File: src/rtl/tomasulo_pkg.sv
// Shared Tomasulo core definitions: tag constants, idle bus value, default widths and the
// CDB arbiter state encoding.
package tomasulo_pkg;

  localparam int unsigned DATA_W_DEF = 16;
  localparam int unsigned TAG_W_DEF  = 3;

  localparam logic [2:0] FREE_REGISTER    = 3'd0;
  localparam logic [2:0] RES_STATION_ADD1 = 3'd1;
  localparam logic [2:0] RES_STATION_ADD2 = 3'd2;

  // Value driven on the data bus when nothing is being broadcast.
  localparam logic [15:0] sem_valor = 16'hFFF0;

  typedef enum logic {
    StIdle,
    StBcast
  } cdb_state_e;

endpackage

File: src/rtl/rr_picker.sv
// Combinational round-robin search: first set bit of elig_i at or above ptr_i, wrapping to
// the lowest set bit when nothing at or above the pointer is set.
module rr_picker #(
  parameter int unsigned N    = 2,
  parameter int unsigned PtrW = 1
) (
  input  logic [N-1:0]    elig_i,
  input  logic [PtrW-1:0] ptr_i,
  output logic [PtrW-1:0] idx_o,
  output logic            any_o
);

  logic [N-1:0]    mask;
  logic [N-1:0]    hi;
  logic            hi_any;
  logic [PtrW-1:0] hi_idx;
  logic [PtrW-1:0] lo_idx;

  always_comb begin
    mask   = '0;
    hi_any = 1'b0;
    hi_idx = '0;
    lo_idx = '0;
    for (int i = 0; i < N; i++) begin
      mask[i] = (PtrW'(i) >= ptr_i);
    end
    hi = elig_i & mask;
    // Descending scan so the lowest matching index is the last one written.
    for (int i = N - 1; i >= 0; i--) begin
      if (hi[i]) begin
        hi_any = 1'b1;
        hi_idx = PtrW'(i);
      end
      if (elig_i[i]) begin
        lo_idx = PtrW'(i);
      end
    end
    any_o = |elig_i;
    idx_o = hi_any ? hi_idx : lo_idx;
  end

endmodule

File: src/rtl/cdb_arbiter.sv
// Round-robin Common Data Bus arbiter: registers one station's tag/result per cycle and acks it.
// Optional statistics counters are built when CDB_STATS_EN is defined.
module cdb_arbiter
  import tomasulo_pkg::*;
#(
  parameter int unsigned N_ST   = 2,
  parameter int unsigned DATA_W = DATA_W_DEF,
  parameter int unsigned TAG_W  = TAG_W_DEF
) (
  input  logic                   Clock,
  input  logic                   Reset,
  input  logic [N_ST-1:0]        Ready,
  input  logic [N_ST*DATA_W-1:0] Result,
  input  logic                   Stall,
  output logic [N_ST-1:0]        Ack,
  output logic                   CDB_Valid,
  output logic [TAG_W-1:0]       Qi_CDB,
  output logic [DATA_W-1:0]      Qi_CDB_data
`ifdef CDB_STATS_EN
  ,
  output logic [15:0]            Bcast_Count,
  output logic [15:0]            Conflict_Count
`endif
);

  localparam int unsigned PtrW = $clog2(N_ST);

  cdb_state_e          state_q, state_d;
  logic [TAG_W-1:0]    tag_q, tag_d;
  logic [DATA_W-1:0]   data_q, data_d;
  logic [PtrW-1:0]     rr_q, rr_d;
  logic [N_ST-1:0]     elig;
  logic                slot_free;
  logic [PtrW-1:0]     pick_idx;
  logic                pick_any;
  logic [DATA_W-1:0]   res [N_ST];

  assign CDB_Valid   = (state_q == StBcast);
  assign Qi_CDB      = tag_q;
  assign Qi_CDB_data = data_q;

  always_comb begin
    Ack = '0;
    for (int i = 0; i < N_ST; i++) begin
      Ack[i] = CDB_Valid && !Stall && (tag_q == TAG_W'(i + 1));
      res[i] = Result[i*DATA_W +: DATA_W];
    end
  end

  // A station being acked this cycle must drop Ready before it can win again.
  assign elig      = Ready & ~Ack;
  assign slot_free = !CDB_Valid || !Stall;

  rr_picker #(
    .N    (N_ST),
    .PtrW (PtrW)
  ) u_rr_picker (
    .elig_i (elig),
    .ptr_i  (rr_q),
    .idx_o  (pick_idx),
    .any_o  (pick_any)
  );

  always_comb begin
    state_d = state_q;
    tag_d   = tag_q;
    data_d  = data_q;
    rr_d    = rr_q;
    if (slot_free) begin
      if (pick_any) begin
        state_d = StBcast;
        tag_d   = TAG_W'(pick_idx) + TAG_W'(1);
        data_d  = res[pick_idx];
        rr_d    = (pick_idx == PtrW'(N_ST - 1)) ? '0 : pick_idx + PtrW'(1);
      end else begin
        state_d = StIdle;
        tag_d   = TAG_W'(FREE_REGISTER);
        data_d  = DATA_W'(sem_valor);
      end
    end
  end

  always_ff @(posedge Clock) begin
    if (!Reset) begin
      state_q <= StIdle;
      tag_q   <= TAG_W'(FREE_REGISTER);
      data_q  <= DATA_W'(sem_valor);
      rr_q    <= '0;
    end else begin
      state_q <= state_d;
      tag_q   <= tag_d;
      data_q  <= data_d;
      rr_q    <= rr_d;
    end
  end

`ifdef CDB_STATS_EN
  logic [15:0] bcast_q, bcast_d;
  logic [15:0] conf_q, conf_d;
  logic        multi_elig;

  always_comb begin
    multi_elig = |(elig & (elig - N_ST'(1)));
    bcast_d    = bcast_q;
    conf_d     = conf_q;
    if (CDB_Valid && !Stall && (bcast_q != 16'hFFFF)) begin
      bcast_d = bcast_q + 16'd1;
    end
    if ((multi_elig || ((|elig) && !slot_free)) && (conf_q != 16'hFFFF)) begin
      conf_d = conf_q + 16'd1;
    end
  end

  always_ff @(posedge Clock) begin
    if (!Reset) begin
      bcast_q <= '0;
      conf_q  <= '0;
    end else begin
      bcast_q <= bcast_d;
      conf_q  <= conf_d;
    end
  end

  assign Bcast_Count    = bcast_q;
  assign Conflict_Count = conf_q;
`endif

endmodule

File: config.mk
export PLATFORM = sky130hd
export DESIGN_NAME = cdb_arbiter
export DESIGN_NICKNAME = d
export VERILOG_FILES = /design/src/rtl/tomasulo_pkg.sv /design/src/rtl/rr_picker.sv /design/src/rtl/cdb_arbiter.sv
export SDC_FILE = /design/constraint.sdc
export NUM_CORES = 1
export LEC_CHECK = 0
export ABC_AREA = 0
export CAP_MARGIN = 20
export CORE_AREA = 2 2 55 57
export CTS_CLUSTER_DIAMETER = 200
export CTS_CLUSTER_SIZE = 16
export DETAILED_ROUTE_END_ITERATION = 8
export DIE_AREA = 0 0 57 59
export PLACE_DENSITY = 0.73
export SLEW_MARGIN = 5
export SYNTH_ARGS = -nofsm -noshare
export SYNTH_HDL_FRONTEND = slang
export SYNTH_SLANG_ARGS = --single-unit
export TNS_END_PERCENT = 50
File: constraint.sdc
create_clock -name Clock -period 2.05 [get_ports Clock]
set_input_delay 0.41 -clock Clock [delete_from_list [all_inputs] [get_ports Clock]]
set_output_delay 0.41 -clock Clock [all_outputs]
set_load 0.03 [all_outputs]
; Word level (Yosys, flattened, before mapping)
; Index checks and enable logic that the tools add are counted.
[word_totals]
input_bits = 37
register_bits = 21
word_cells = 36
[op_classes]
bitwise_logic = 4
eq_ne = 2
reduce_logical = 8
n_mux = 13
addsub = 2
n_lt_le_gt_ge = 3
[ops]
columns = op, n
row1 = two-way mux 16 bit, 4
row2 = two-way mux 1 bit, 8
row3 = AND 2 bit, 2
row4 = == test 3 x 1 -> 1 bit (second input constant), 1
row5 = == test 3 x 2 -> 1 bit (second input constant), 1
row6 = logical AND 1 bit, 3
row7 = adder 1 x 1 -> 2 bit (second input constant), 1
row8 = greater-or-equal comparator 1 bit (first input constant), 2
row9 = greater-or-equal comparator 2 bit (second input constant), 1
row10 = zero test 1 bit, 2
row11 = two-way mux 2 bit, 1
row12 = inverter 1 -> 2 bit, 1
row13 = inverter 2 bit, 1
row14 = AND reduction 2 bit, 1
row15 = OR reduction 2 bit, 1
row16 = adder 1 bit (second input constant), 1
row17 = logical OR 1 bit, 1

; Longest topological paths before layout
[logic_depth]
depth_word = 14
depth_mapped = 7

; Hierarchy
; Synthesis repeated with hierarchy kept, for this count alone.
[unflattened]
hier_cells = 96
hier_area_um2 = 898.4
[by_module_without_submodules]
columns = module, area_each_um2, instances, cells_per_inst
row1 = cdb_arbiter, 880.8, 1, 93
row2 = rr_picker, 17.5, 1, 3

; Least setup slack after synthesis
; No wires, ideal clock.
[synth_timing]
kind = register -> register
start = register state_q, in the netlist CDB_Valid
end = register data_q[0], in the netlist Qi_CDB_data[0]
stages_incl_launch_ff = 7
setup_ns = 0.117
slack_ns = 0.118
synth_period_minus_slack_ns = 1.932
required_ns = 1.933
arrival_ns = 1.815
cell_sequence = dfxtp_1 > buf_2 > nand4b_1 > a221oi_2 > buf_6 > mux2_2 > a22o_1
[synth_between]
elab_chain_len = 13
word_cells_on_any_way = 20
[synth_lines]
columns = item, line_no
row1 = "start, declared", cdb_arbiter.sv:28  ; cdb_state_e state_q, state_d;
row2 = "start signal, assigned", cdb_arbiter.sv:85  ; state_q <= StIdle;
row3 = "start signal, assigned", cdb_arbiter.sv:90  ; state_q <= state_d;
row4 = logical AND 1 bit (2 in series), cdb_arbiter.sv:45  ; Ack[i] = CDB_Valid && !Stall && (tag_q == TAG_W'(i + 1));
row5 = inverter 2 bit, cdb_arbiter.sv:51  ; assign elig = Ready & ~Ack;
row6 = AND 2 bit, cdb_arbiter.sv:51
row7 = AND 2 bit, rr_picker.sv:27  ; hi = elig_i & mask;
row8 = two-way mux 1 bit (2 in series), rr_picker.sv:30  ; if (hi[i]) begin
row9 = two-way mux 1 bit, rr_picker.sv:39  ; idx_o = hi_any ? hi_idx : lo_idx;
row10 = inverter 1 -> 2 bit (not written as such), cdb_arbiter.sv:73  ; data_d = res[pick_idx];
row11 = two-way mux 16 bit (not written as such) (3 in series), cdb_arbiter.sv:73
row12 = two-way mux 16 bit, cdb_arbiter.sv:70  ; if (pick_any) begin
row13 = "end signal, assigned", cdb_arbiter.sv:87  ; data_q <= DATA_W'(sem_valor);
row14 = "end signal, assigned", cdb_arbiter.sv:92  ; data_q <= data_d;
row15 = "end, declared", cdb_arbiter.sv:30  ; logic [DATA_W-1:0] data_q, data_d;
; Parallel ways exist; a longest one is shown, timed or not. The select of a mux whose other input is x is not followed.
; A chain may end at the register's enable or synchronous reset.

; Final worst setup path
[layout_timing]
start = input Ready[0]
end = register data_q[1], in the netlist Qi_CDB_data[1]
[layout_between]
elab_chain_len = 9
word_cells_on_any_way = 12
[layout_lines]
columns = item, line_no
row1 = "start, declared", cdb_arbiter.sv:12  ; input logic [N_ST-1:0] Ready,
row2 = AND 2 bit *, cdb_arbiter.sv:51
row3 = AND 2 bit, rr_picker.sv:27
row4 = two-way mux 1 bit, rr_picker.sv:30
row5 = two-way mux 1 bit, rr_picker.sv:39
row6 = inverter 1 -> 2 bit (not written as such), cdb_arbiter.sv:73
row7 = two-way mux 16 bit (not written as such) (3 in series), cdb_arbiter.sv:73
row8 = two-way mux 16 bit *, cdb_arbiter.sv:70
; Every way passes the cells marked *; elsewhere a longest branch is shown, timed or not. The select of a mux whose other input is x is not followed.

==> impl_metrics.py <==
metrics = {
    "status": {
        "run_status": "completed",
    },
    "global_routing": {
        "grt_max_degree": 14,
        "gr-total-overflow": 0,
        "grt_pass1_wl_um": 4200,
        "grt_usage_pct": 15.8,
        "antenna_found_initial": 0,
        "grt_pass1_vias": 982,
    },
    "hold_path": {
        "hold_path.class": "flop to flop",
    },
    "timing": {
        "finalSetupViolCount": 0,
        "setup_ws_ns": 0.0632,
        "fin_setup_tns_ns": 0,
        "rsz0062_at_grt": "no",
        "drv_slew": 0,
        "holdWs_ns": 0.494,
        "fin_crit_ns": 1.99,
        "fin_crit_sh_pct": 96.9,
        "finalHoldViolCount": 0,
        "fmaxAchievable_ghz": 0.503,
        "skew_ns": 0.00195,
    },
    "critical_path": {
        "critPathKind": "input pin to flop",
        "regToRegSetupSlack_ns": 0.36,
        "worst-path-max-fanout": 5,
        "cp_slowest_cell": "clkdlybuf4s50_1",
        "cp_cell_sequence": "clkdlybuf4s50_1 > nor2b_1 > nand2b_1 > a221oi_4 > buf_4 > mux2_2 > a22o_1",
        "critPathBufInv": 2,
        "cp.required_ns": 2.25,
        "crit_end": "Qi_CDB_data[1]",
        "slowest_delay_ns": 0.45,
        "cp-startpoint": "Ready[0]",
        "crit_family": "buffers and inverters",
        "rr_worst_depth": 5,
        "reg2reg_to": "Qi_CDB_data[1]",
        "critPathCaptureType": "flop",
        "path_depth": 7,
        "start_kind": "input pin",
        "rr_startpoint": "Qi_CDB[0]",
        "arrival_ns": 2.18,
    },
    "power": {
        "p_total_mw": 1.01,
        "static-leakage-power_nw": 0.639,
        "pwr-share-comb_pct": 33.6,
        "pwr-share-clk_pct": 22.5,
        "netSwitchingFraction_pct": 29.3,
        "internal-power_mw": 0.716,
        "power.switching_mw": 0.296,
        "vdd_ir_drop_max_v": 0.000383,
        "pwr_density_cell_mw_per_mm2": 619,
        "seq_power_share_pct": 43.9,
    },
    "synthesis": {
        "netlist_instances": 99,
        "yosysSeqAreaShare_pct": 41.8,
        "ys_types": 29,
        "syn_avg_cell_area_sq_um": 9.67,
        "syn_area_sq_um": 957,
        "synth_nets": 136,
        "ys_ff_latch": 20,
        "yosys_warnings": 0,
    },
    "floorplan": {
        "die_w_um": 57,
        "core_sq_mm": 0.00271,
        "io_pins": 59,
        "die-height_um": 59,
        "start_util_pct": 35.3,
        "fp.dieArea_sq_mm": 0.00336,
        "rows": 19,
    },
    "place": {
        "place_ws_ns": -0.281,
        "gp_congestion": 0.801,
        "dp.cells": 188,
        "dp_hpwl_um": 1990,
        "placed_area_sq_mm": 0.00158,
        "port_buffers": 57,
    },
    "final_layout": {
        "fin_cells": 195,
        "post-route-util_pct": 60.3,
        "syn_to_final_growth_pct": 70.8,
        "design_area_sq_mm": 0.00164,
        "num_antenna_cells": 0,
        "final_nets": 202,
        "drive_gt1_share_pct": 15.9,
    },
    "drt": {
        "routed_wirelength_um": 2580,
        "dr.pass1.iters": 4,
        "dr.first_iter.drc_count": 17,
        "vias": 977,
        "drc": 0,
        "wire_per_inst_um": 13.2,
        "viasPerCell": 5.01,
        "ant_nets": 0,
    },
    "clocking": {
        "clk_transition_reported_paths_ns": 0.11,
        "cts_made_buffers": 3,
        "cts_root_buf": "clkbuf_4",
        "clockBufferDepth": 2,
        "clk_latency_ns": 0.29,
        "ctsHtreeMaxLevel": 1,
        "cts.sinks": 20,
        "postCtsHoldBufs": 0,
        "cts_tree": "done",
    },
    "run": {
        "drv_cap": 0,
    },
}
[worst min-delay path: cells and delay by family (launching register included)]
kind	cells	cell delay, ns
flip-flops	1	0.33
AND/OR/NAND/NOR	1	0.09
AO/OA/AOI/OAI	1	0.04
[logic make-up (layout without fill, tap and decap cells)]
logic type | after synthesis | after routing | synth area share (%)
AOI/OAI and AO/OA | 26 | 26 | 17.3
buffers and inverters | 7 | 72 | 6.01
DFF | 20 | 20 | 41.8
muxes | 16 | 16 | 17.3
other | 1 | 1 | 0.392
and+or+nand+nor | 29 | 29 | 17.3
[synth_stat cells]
cell type,number,area [sq um]
and4bb_2,1,12.5
nor2b_1,1,6.26
buf_6,1,11.3
and2_1,1,6.26
o21ai_0,3,15.0
a221oi_2,1,15.0
mux2i_1,12,120
a21oi_1,14,70.1
clkbuf_2,1,5.00
and4bb_4,1,16.3
buf_12,1,20.0
a21boi_0,2,15.0
mux2_2,4,45.0
a22o_1,4,35.0
nand2b_1,1,6.26
dfxtp_1,20,400
buf_2,2,10.0
nand3b_1,1,7.51
clkbuf_1,1,3.75
conb_1,1,3.75
nand4b_1,1,8.76
nand2_1,2,7.51
and3_2,2,15.0
buf_4,1,7.51
nor3_1,1,5.00
o21a_1,2,15.0
nor3b_1,2,15.0
nand3_1,2,10.0
nor2_1,13,48.8
[cell type report]
| cell class | instances | area [sq um] |
|---|---|---|
| clock buffers | 4 | 36.3 |
| repair buffers | 68 | 649 |
| fillers | 254 | 1070 |
| multi-input cells | 72 | 510 |
| well taps | 31 | 38.8 |
| flip-flops and latches | 20 | 400 |
[flip-flops by register name, indices dropped and copies added, names as in the netlist]
signal	flops
CDB_Valid	1
Qi_CDB	2
Qi_CDB_data	16
rr_q	1
[routing by layer]
metal	vias to the layer above	global-route usage, %	part of all wire [%]
li1	484	-	-
met1	443	18.3	42
met2	48	26.6	45
met3	2	6.55	12
met4	0	5.32	0.62
met5	-	0	0
[how the worst min path moves through the flow]
stage                         start         endpoint  slack (ns)  depth (start not counted)
CTS                  Qi_CDB_data[8]   Qi_CDB_data[8]        0.50                          2
global placement     Qi_CDB_data[3]   Qi_CDB_data[3]        0.47                          1
finish               Qi_CDB_data[8]   Qi_CDB_data[8]        0.49                          2
detailed placement   Qi_CDB_data[3]   Qi_CDB_data[3]        0.47                          1
floorplan                      rr_q             rr_q        0.51                          2
global route        Qi_CDB_data[13]  Qi_CDB_data[13]        0.52                          2
[placed cells by master (no fill, tap or decap), drive strengths merged, types with 3 or more instances in the layout]
cell / netlist / layout
mux2i: 12 / 12
a21oi: 14 / 14
buf: 5 / 13
mux2: 4 / 4
dfxtp: 20 / 20
a22o: 4 / 4
clkbuf: 2 / 4
clkdlybuf4s50: 0 / 55
nor2: 13 / 13
o21ai: 3 / 3
[repair_timing]
action	in CTS	in global routing
gates resized for setup	0	1
setup buffers	0	2
endpoints found under the setup margin	0	10
[power groups by stage]
| stage | clock network [mW] | logic [mW] | registers, mW |
|---|---|---|---|
| floorplan | 0 | 0.115 | 0.510 |
| global placement | 0 | 0.327 | 0.452 |
| detailed placement | 0 | 0.331 | 0.453 |
| CTS | 0.238 | 0.333 | 0.444 |
| global route | 0.252 | 0.363 | 0.449 |
| finish | 0.228 | 0.340 | 0.444 |
Power figures use the tool's default switching activity.
